`src/rtl/mux_arb4.sv`:
```
// ---------------------------------------------------------------------------
// mux_arb4 -- round-robin arbiter for a shared 4:1 mux path with burst limit.
//
// Each requester holds its req bit while it wants the path. When idle, the
// arbiter picks the first requester at or after (last+1) mod 4. It then holds
// the grant until either MAX_BURST beats have transferred or the granted
// requester drops its request. Every release is followed by one idle cycle
// before the next grant.
//
// Ports:
//   clk      : clock; all state changes on the rising edge
//   rst      : synchronous active-high reset
//   req      : per-requester request bits
//   ready    : downstream accepts the current beat
//   sel      : registered mux select (index of the granted requester)
//   gnt      : registered one-hot grant, zero when idle
//   valid    : a beat from the granted requester is presented (combinational)
//   beat_cnt : beats accepted so far in the current grant
//   done     : one-cycle pulse in the cycle after a grant is released
// ---------------------------------------------------------------------------
module mux_arb4 #(
  parameter int unsigned MAX_BURST = 4
) (
  input  logic       clk,
  input  logic       rst,
  input  logic [3:0] req,
  input  logic       ready,
  output logic [1:0] sel,
  output logic [3:0] gnt,
  output logic       valid,
  output logic [7:0] beat_cnt,
  output logic       done
);

  typedef enum logic {
    IDLE,
    GRANT
  } state_t;

  localparam logic [7:0] LAST_BEAT = 8'(MAX_BURST - 1);

  state_t     state;
  logic [1:0] last;
  logic [1:0] winner;
  logic [1:0] scan_idx;
  logic       xfer;
  logic       release_grant;

  // Round-robin pick: scan offsets 4..1 from last so that the smallest
  // offset (closest after last) overwrites earlier candidates and wins.
  // Offset 4 wraps to last itself, giving it the lowest priority.
  always_comb begin
    winner   = last + 2'd1;
    scan_idx = last;
    for (int k = 4; k >= 1; k--) begin
      scan_idx = last + 2'(k);
      if (req[scan_idx]) begin
        winner = scan_idx;
      end
    end
  end

  assign valid = (state == GRANT) && req[sel];
  assign xfer  = valid && ready;

  // Release on the final beat of a burst, or as soon as the owner lets go.
  assign release_grant = (state == GRANT) &&
                         (!req[sel] || (xfer && (beat_cnt == LAST_BEAT)));

  always_ff @(posedge clk) begin
    if (rst) begin
      state    <= IDLE;
      gnt      <= 4'b0000;
      sel      <= 2'd0;
      beat_cnt <= 8'd0;
      done     <= 1'b0;
      last     <= 2'd3;
    end else begin
      case (state)
        IDLE: begin
          done <= 1'b0;
          if (req != 4'b0000) begin
            state    <= GRANT;
            gnt      <= 4'b0001 << winner;
            sel      <= winner;
            last     <= winner;
            beat_cnt <= 8'd0;
          end
        end
        GRANT: begin
          if (release_grant) begin
            state    <= IDLE;
            gnt      <= 4'b0000;
            beat_cnt <= 8'd0;
            done     <= 1'b1;
          end else begin
            done <= 1'b0;
            if (xfer) begin
              beat_cnt <= beat_cnt + 8'd1;
            end
          end
        end
        default: begin
          state <= IDLE;
          gnt   <= 4'b0000;
          done  <= 1'b0;
        end
      endcase
    end
  end

endmodule

```
`config.mk`:
```
export PLATFORM = sky130hd
export DESIGN_NAME = mux_arb4
export DESIGN_NICKNAME = d
export VERILOG_FILES = /design/src/rtl/mux_arb4.sv
export SDC_FILE = /design/constraint.sdc
export NUM_CORES = 1
export LEC_CHECK = 0
export BUFFER_PORTS_ARGS = -buffer_cell sky130_fd_sc_hd__clkbuf_2
export CAP_MARGIN = 25
export CORE_UTILIZATION = 58
export CTS_BUF_LIST = sky130_fd_sc_hd__clkbuf_4
export CTS_CLUSTER_SIZE = 10
export DETAILED_ROUTE_END_ITERATION = 6
export GPL_ROUTABILITY_DRIVEN = 0
export HOLD_SLACK_MARGIN = 0.08
export PLACE_DENSITY_LB_ADDON = 0.1
export SYNTH_ARGS = -nofsm -noshare
export SYNTH_HDL_FRONTEND = slang
export SYNTH_SLANG_ARGS = --single-unit
```
`constraint.sdc`:
```
create_clock -name clk -period 3.2 [get_ports clk]
set_clock_uncertainty 0.05 [all_clocks]
set_input_delay 0.32 -clock clk [delete_from_list [all_inputs] [get_ports clk]]
set_output_delay 0.32 -clock clk [all_outputs]
set_load 0.05 [all_outputs]
```
==> flow_summary.ini, run 1 <==
[status]
outcome = finished, final reports clean

[logic_synthesis]
netlist.area_leader.share_pct = 39.5
syn_nets = 110
syn_inst = 102
synth_common_cells = dfxtp_1, nor2_1, a21oi_1, nand3_1, xor2_1
syn-cell-area_um2 = 913
synth-edff-count = 0
synth-seq-area-share_pct = 39.5
ys_async_sr_fraction_pct = 0
synth.top_cells.by_area = dfxtp_1, nor2_1, xor2_1
ys_warn_count = 0
synth_ff_type = dfxtp_1
synthMostInstantiatedCell = dfxtp_1
ys_ff_latch = 18
synth.avg_cell_area_um2 = 8.95
synth_top_area_cell = dfxtp_1
synth_cell_types = 34

[clocking]
clock-sinks = 18
cts_setup_buffers = 0
hold_buffers = 0
path_clk_slew_ns = 0.10
clockBufferDepth = 2
cts_tree = yes
h-tree-depth = 1
cts_root_buf = clkbuf_4
cts-buffers-inserted = 3
ctsResizeCount = 0
insertion_delay_ns = 0.29

[routing]
routed-via-count = 845
ant_nets = 0
routedWlPerCell_um = 13.7
drt_iter0_drc = 17
drcViolationCount = 0
firstDrtPassIters = 4
drt_wl_total_um = 1930
routed_via_density = 5.99

[global_routing]
antenna_found_initial = 0
grt-ovfl-total = 0
grt_usage_pct = 22.0
grt_pass1_vias = 709
grt_max_degree = 12
grt_pass1_wl_um = 3080

[floorplanning]
start_util_pct = 66.1
core_um2 = 1380
fp.dieArea_um2 = 1740
io-pin-count = 23
dieHeight_um = 41.7
num_rows = 13
die_w_um = 41.7

[setup_path]
crit_path_top_delay_cell = mux4_2
start_kind = register
cp.required_ns = 2.83
worstSetupPathType = register to primary output
worst_path_largest_cell_delay_ns = 0.58
crit_chain = mux4_2, and2_1, clkbuf_2
endpoint_kind = primary output
critPathArrivalTime_ns = 1.73
cp_max_fo = 5

[sta]
setup_viol_count_final = 0
slew_headroom_pct = 67.1
max_freq_mhz = 477
worst_slew_pin_slew_ns = 0.489
slew_violations = 0
min_period_ns = 2.10
rsz0062_at_grt = false
fin_tns_setup_ns = 0
fin_crit_sh_pct = 65.5
hold_violations = 0

[placed_design]
io_buffer_count = 22
dp_hpwl_um = 1480
dpl_cell_area_um2 = 1030

[layout]
area_delta_synth_final_pct = 15.3
finalInstanceArea_um2 = 1050
multi_input_area_um2 = 531
final-seq-area_um2 = 360
fillCellCount = 124
final_layout_size_suffix_gt1_share_pct = 23.0
final_core_util_pct = 76.2
diodes = 0
nets = 135

[power]
power.leakage_nw = 0.456
cellPowerDensity_nw_per_um2 = 500
peakVddDrop_v = 0.000351

[hold_path]
worst_hold_path_type = input pin to register

[run]
maxCapViolations = 0
==> state kept, by name, summed over array words and instances (netlist names) <==
register and count:
beat_cnt 8, gnt 4, last 2, sel 2, done 1, state 1
==> cell usage in the layout, fill, tap and decap left out, types with 2 or more instances in the layout <==
master,netlist,routed
nand4_1,4,4
clkbuf_4,0,3
nand3_1,7,7
nor4_2,2,2
xnor2_1,2,2
mux2i_1,2,2
dfxtp_1,18,18
xor2_1,6,6
nor2_1,17,17
a21oi_1,7,7
and3_1,2,2
clkbuf_2,0,22
o21ai_0,2,2
nand2_1,2,2
inv_1,2,2
nor3_1,3,3
and2_1,3,3
nand2b_1,4,4
a211oi_1,2,2
==> layer usage <==
metal  global-route usage, %  up-vias  share of wire (%)
li1                        -      418                  -
met1                    32.2      401                 47
met2                    35.3       24                 48
met3                    2.61        2                4.5
met4                    3.87        0               0.67
met5                       0        -                  0
==> final cells by class <==
class / instances / area share [%]
repair buffers: 22 / 10.5
inverters: 2 / 0.713
well taps: 15 / 1.78
clock buffers: 3 / 2.14
clock inverters: 1 / 0.356
multi-input cells: 80 / 50.4
flip-flops and latches: 18 / 34.2
==> final timing paths <==
path	startpoint	slack (ns)	endpoint	cells past startpoint
worst max register to register	sel[0]	1.29	beat_cnt[5]	5
worst max-delay path	sel[0]	1.10	valid	3
worst min register to register	gnt[2]	0.42	gnt[2]	2
worst min-delay path	rst	0.28	gnt[2]	2
==> worst max-delay path, delay by kind of cell (launching register included) <==
kind	cells	cell delay (ns)
AND/OR/NAND/NOR	1	0.18
flip-flops	1	0.45
multiplexers	1	0.58
buffers and inverters	1	0.23
==> kinds of logic after synthesis <==
logic type | share of synthesized area [%]
adders and majority gates | 1.37
and+or+nand+nor | 29.6
DFF | 39.5
buffers and inverters | 2.47
xor gates and xnor gates | 7.67
AOI/OAI and AO/OA | 13.6
muxes | 5.89
==> per-stage QoR <==
stage,power [mW],hold WS [ns],cells,setup WS [ns]
global placement,0.412,0.412,137,1.39
detailed placement,0.418,0.411,137,1.29
CTS,0.530,0.283,141,1.08
floorplan,0.382,0.471,102,1.12
finish,0.527,0.277,141,1.10
global route,0.554,0.279,141,1.02
==> power breakdown <==
part	internal, mW	switching [mW]
Sequential	0.241	0.0187
Combinational	0.0489	0.105
Clock	0.0454	0.0686
No activity file was read; power rests on OpenSTA's default activity.
==> inputs of run 2 (changes only) <==
Settings changed: ABC_AREA from default to 1, CORE_UTILIZATION 58 to 56.
Clock period 3.2 ns to 2.2 ns, I/O delays scaled along.
==> flow_summary.ini, run 2 <==
[layout]
final_layout_size_suffix_gt1_share_pct = 28.0
top_regs = beat_cnt: 8 flops, gnt: 4 flops
nets = 202
final_common_cell = nand2_1
final_core_util_pct = 70.5
layout.cells.non_filler = 218
layout_common_cells = nand2_1, inv_1, clkbuf_2, dfxtp_1, nand3_1
largest_register = beat_cnt
finalInstanceArea_um2 = 1270
largest_register_ffs = 8
diodes = 0
area_delta_synth_final_pct = 13.7

[placed_design]
dp_hpwl_um = 1960
dpl_cell_area_um2 = 1240
io_buffer_count = 22
placed_cells = 214
place_ws_ns = 0.526

[logic_synthesis]
syn-cell-area_um2 = 1120
synth_common_cells = nand2_1, inv_1, dfxtp_1, nand3_1, a21oi_1
ys_warn_count = 0
synth.avg_cell_area_um2 = 6.61
ys_ff_latch = 18
synth.top_cells.by_area = dfxtp_1, nand2_1, inv_1
syn_nets = 177
synthMostInstantiatedCell = nand2_1
synth-seq-area-share_pct = 32.3
synth_cell_types = 26
syn_inst = 169
synth_top_area_cell = dfxtp_1
synth-edff-count = 0
netlist.area_leader.share_pct = 32.3
synth_ff_type = dfxtp_1
ys_async_sr_fraction_pct = 0

[setup_path]
crit_chain = nand2_1, nand2_2, inv_2, nand2_1, nand3_1, nand2_2, nand2_2, nand2_1, nand2_2, nand2_2, o21ai_2, nand2_1, inv_1
cp_top_family = simple AND/OR/NAND/NOR gates
critPathMostFrequentCell = nand2_2
worstSetupPathType = register to register
path_buf_inv = 2
start_kind = register
endpoint_kind = register
cp.required_ns = 2.36
cp_max_fo = 10
critPathArrivalTime_ns = 1.86
crit_path_top_delay_cell = dfxtp_1
worst_path_largest_cell_delay_ns = 0.58

[status]
outcome = finished, final reports clean

[power]
power.leakage_nw = 0.624
power_mw = 1.39
peakVddDrop_v = 0.000935
cellPowerDensity_nw_per_um2 = 1100
combPwrFrac_pct = 55.4
p_sw_share_pct = 51.8
p_int_uw = 671
power_frac_clock_pct = 12.5
seq_power_share_pct = 32.1
p_sw_uw = 721

[floorplanning]
num_rows = 15
die_w_um = 46.7
dieHeight_um = 46.7
start_util_pct = 62.0
core_um2 = 1800
io-pin-count = 23
fp.dieArea_um2 = 2180

[global_routing]
antenna_found_initial = 0
grt_pass1_wl_um = 3770
grt-ovfl-total = 0
grt_usage_pct = 24.6
grt_pass1_vias = 941
grt_max_degree = 11

[routing]
routed_via_density = 5.06
routed-via-count = 1103
firstDrtPassIters = 4
drt_iter0_drc = 29
routedWlPerCell_um = 11.2
ant_nets = 0
drcViolationCount = 0
drt_wl_total_um = 2450

[clocking]
cts-buffers-inserted = 3
ctsResizeCount = 0
hold_buffers = 0
clockBufferDepth = 2
cts_root_buf = clkbuf_4
insertion_delay_ns = 0.30
clock-sinks = 18
h-tree-depth = 1
cts_setup_buffers = 0
cts_tree = yes
path_clk_slew_ns = 0.10

[sta]
fin_ws_ns = 0.497
worst_slew_pin_slew_ns = 0.416
fin_tns_setup_ns = 0
max_freq_mhz = 587
hold_violations = 0
hold_slack_ns = 0.138
slew_violations = 0
slew_headroom_pct = 72.2
min_period_ns = 1.70
fin_crit_sh_pct = 77.4
setup_viol_count_final = 0
rsz0062_at_grt = false

[run]
maxCapViolations = 0

[hold_path]
worst_hold_path_type = input pin to register
==> run 2: metal layers <==
metal / global-route usage, % / up-vias / share of wire [%]
met5: 0 / - / 0
met4: 16.0 / 0 / 2.1
met1: 33.3 / 485 / 51
met2: 36.4 / 27 / 44
met3: 3.14 / 5 / 3.1
li1: - / 586 / -
==> run 2: final timing paths <==
kind                            startpoint      to  slack [ns]  depth (start not counted)
worst max-delay path               last[0]  sel[0]        0.50                         13
worst min-delay path                   rst  gnt[3]        0.14                          2
worst max register to register     last[0]  sel[0]        0.50                         13
worst min register to register      gnt[2]  gnt[2]        0.42                          2
==> run 2: cell families (layout without fill, tap and decap cells) <==
| family | after synthesis | after routing | synth area share (%) |
|---|---|---|---|
| simple gates | 97 | 97 | 43.2 |
| buf+inv | 29 | 53 | 10.9 |
| compound gates | 23 | 23 | 11.8 |
| flops | 18 | 18 | 32.3 |
| fa+ha+maj | 1 | 1 | 1.12 |
| xor+xnor | 1 | 1 | 0.784 |
==> run 2: cell type report <==
class                   instances  area, um^2
flip-flops and latches         18         360
well taps                      25        31.3
multi-input cells             122         636
clock inverters                 1        3.75
repair buffers                 22         110
inverters                      27         106
fillers                       170         532
clock buffers                   3        22.5
==> run 2: power by group through the flow <==
| stage | clock, mW | combinational, mW | sequential, mW |
|---|---|---|---|
| finish | 0.174 | 0.771 | 0.447 |
| global route | 0.183 | 0.845 | 0.457 |
| CTS | 0.177 | 0.768 | 0.447 |
| detailed placement | 0 | 0.762 | 0.454 |
| global placement | 0 | 0.739 | 0.450 |
| floorplan | 0 | 0.506 | 0.574 |
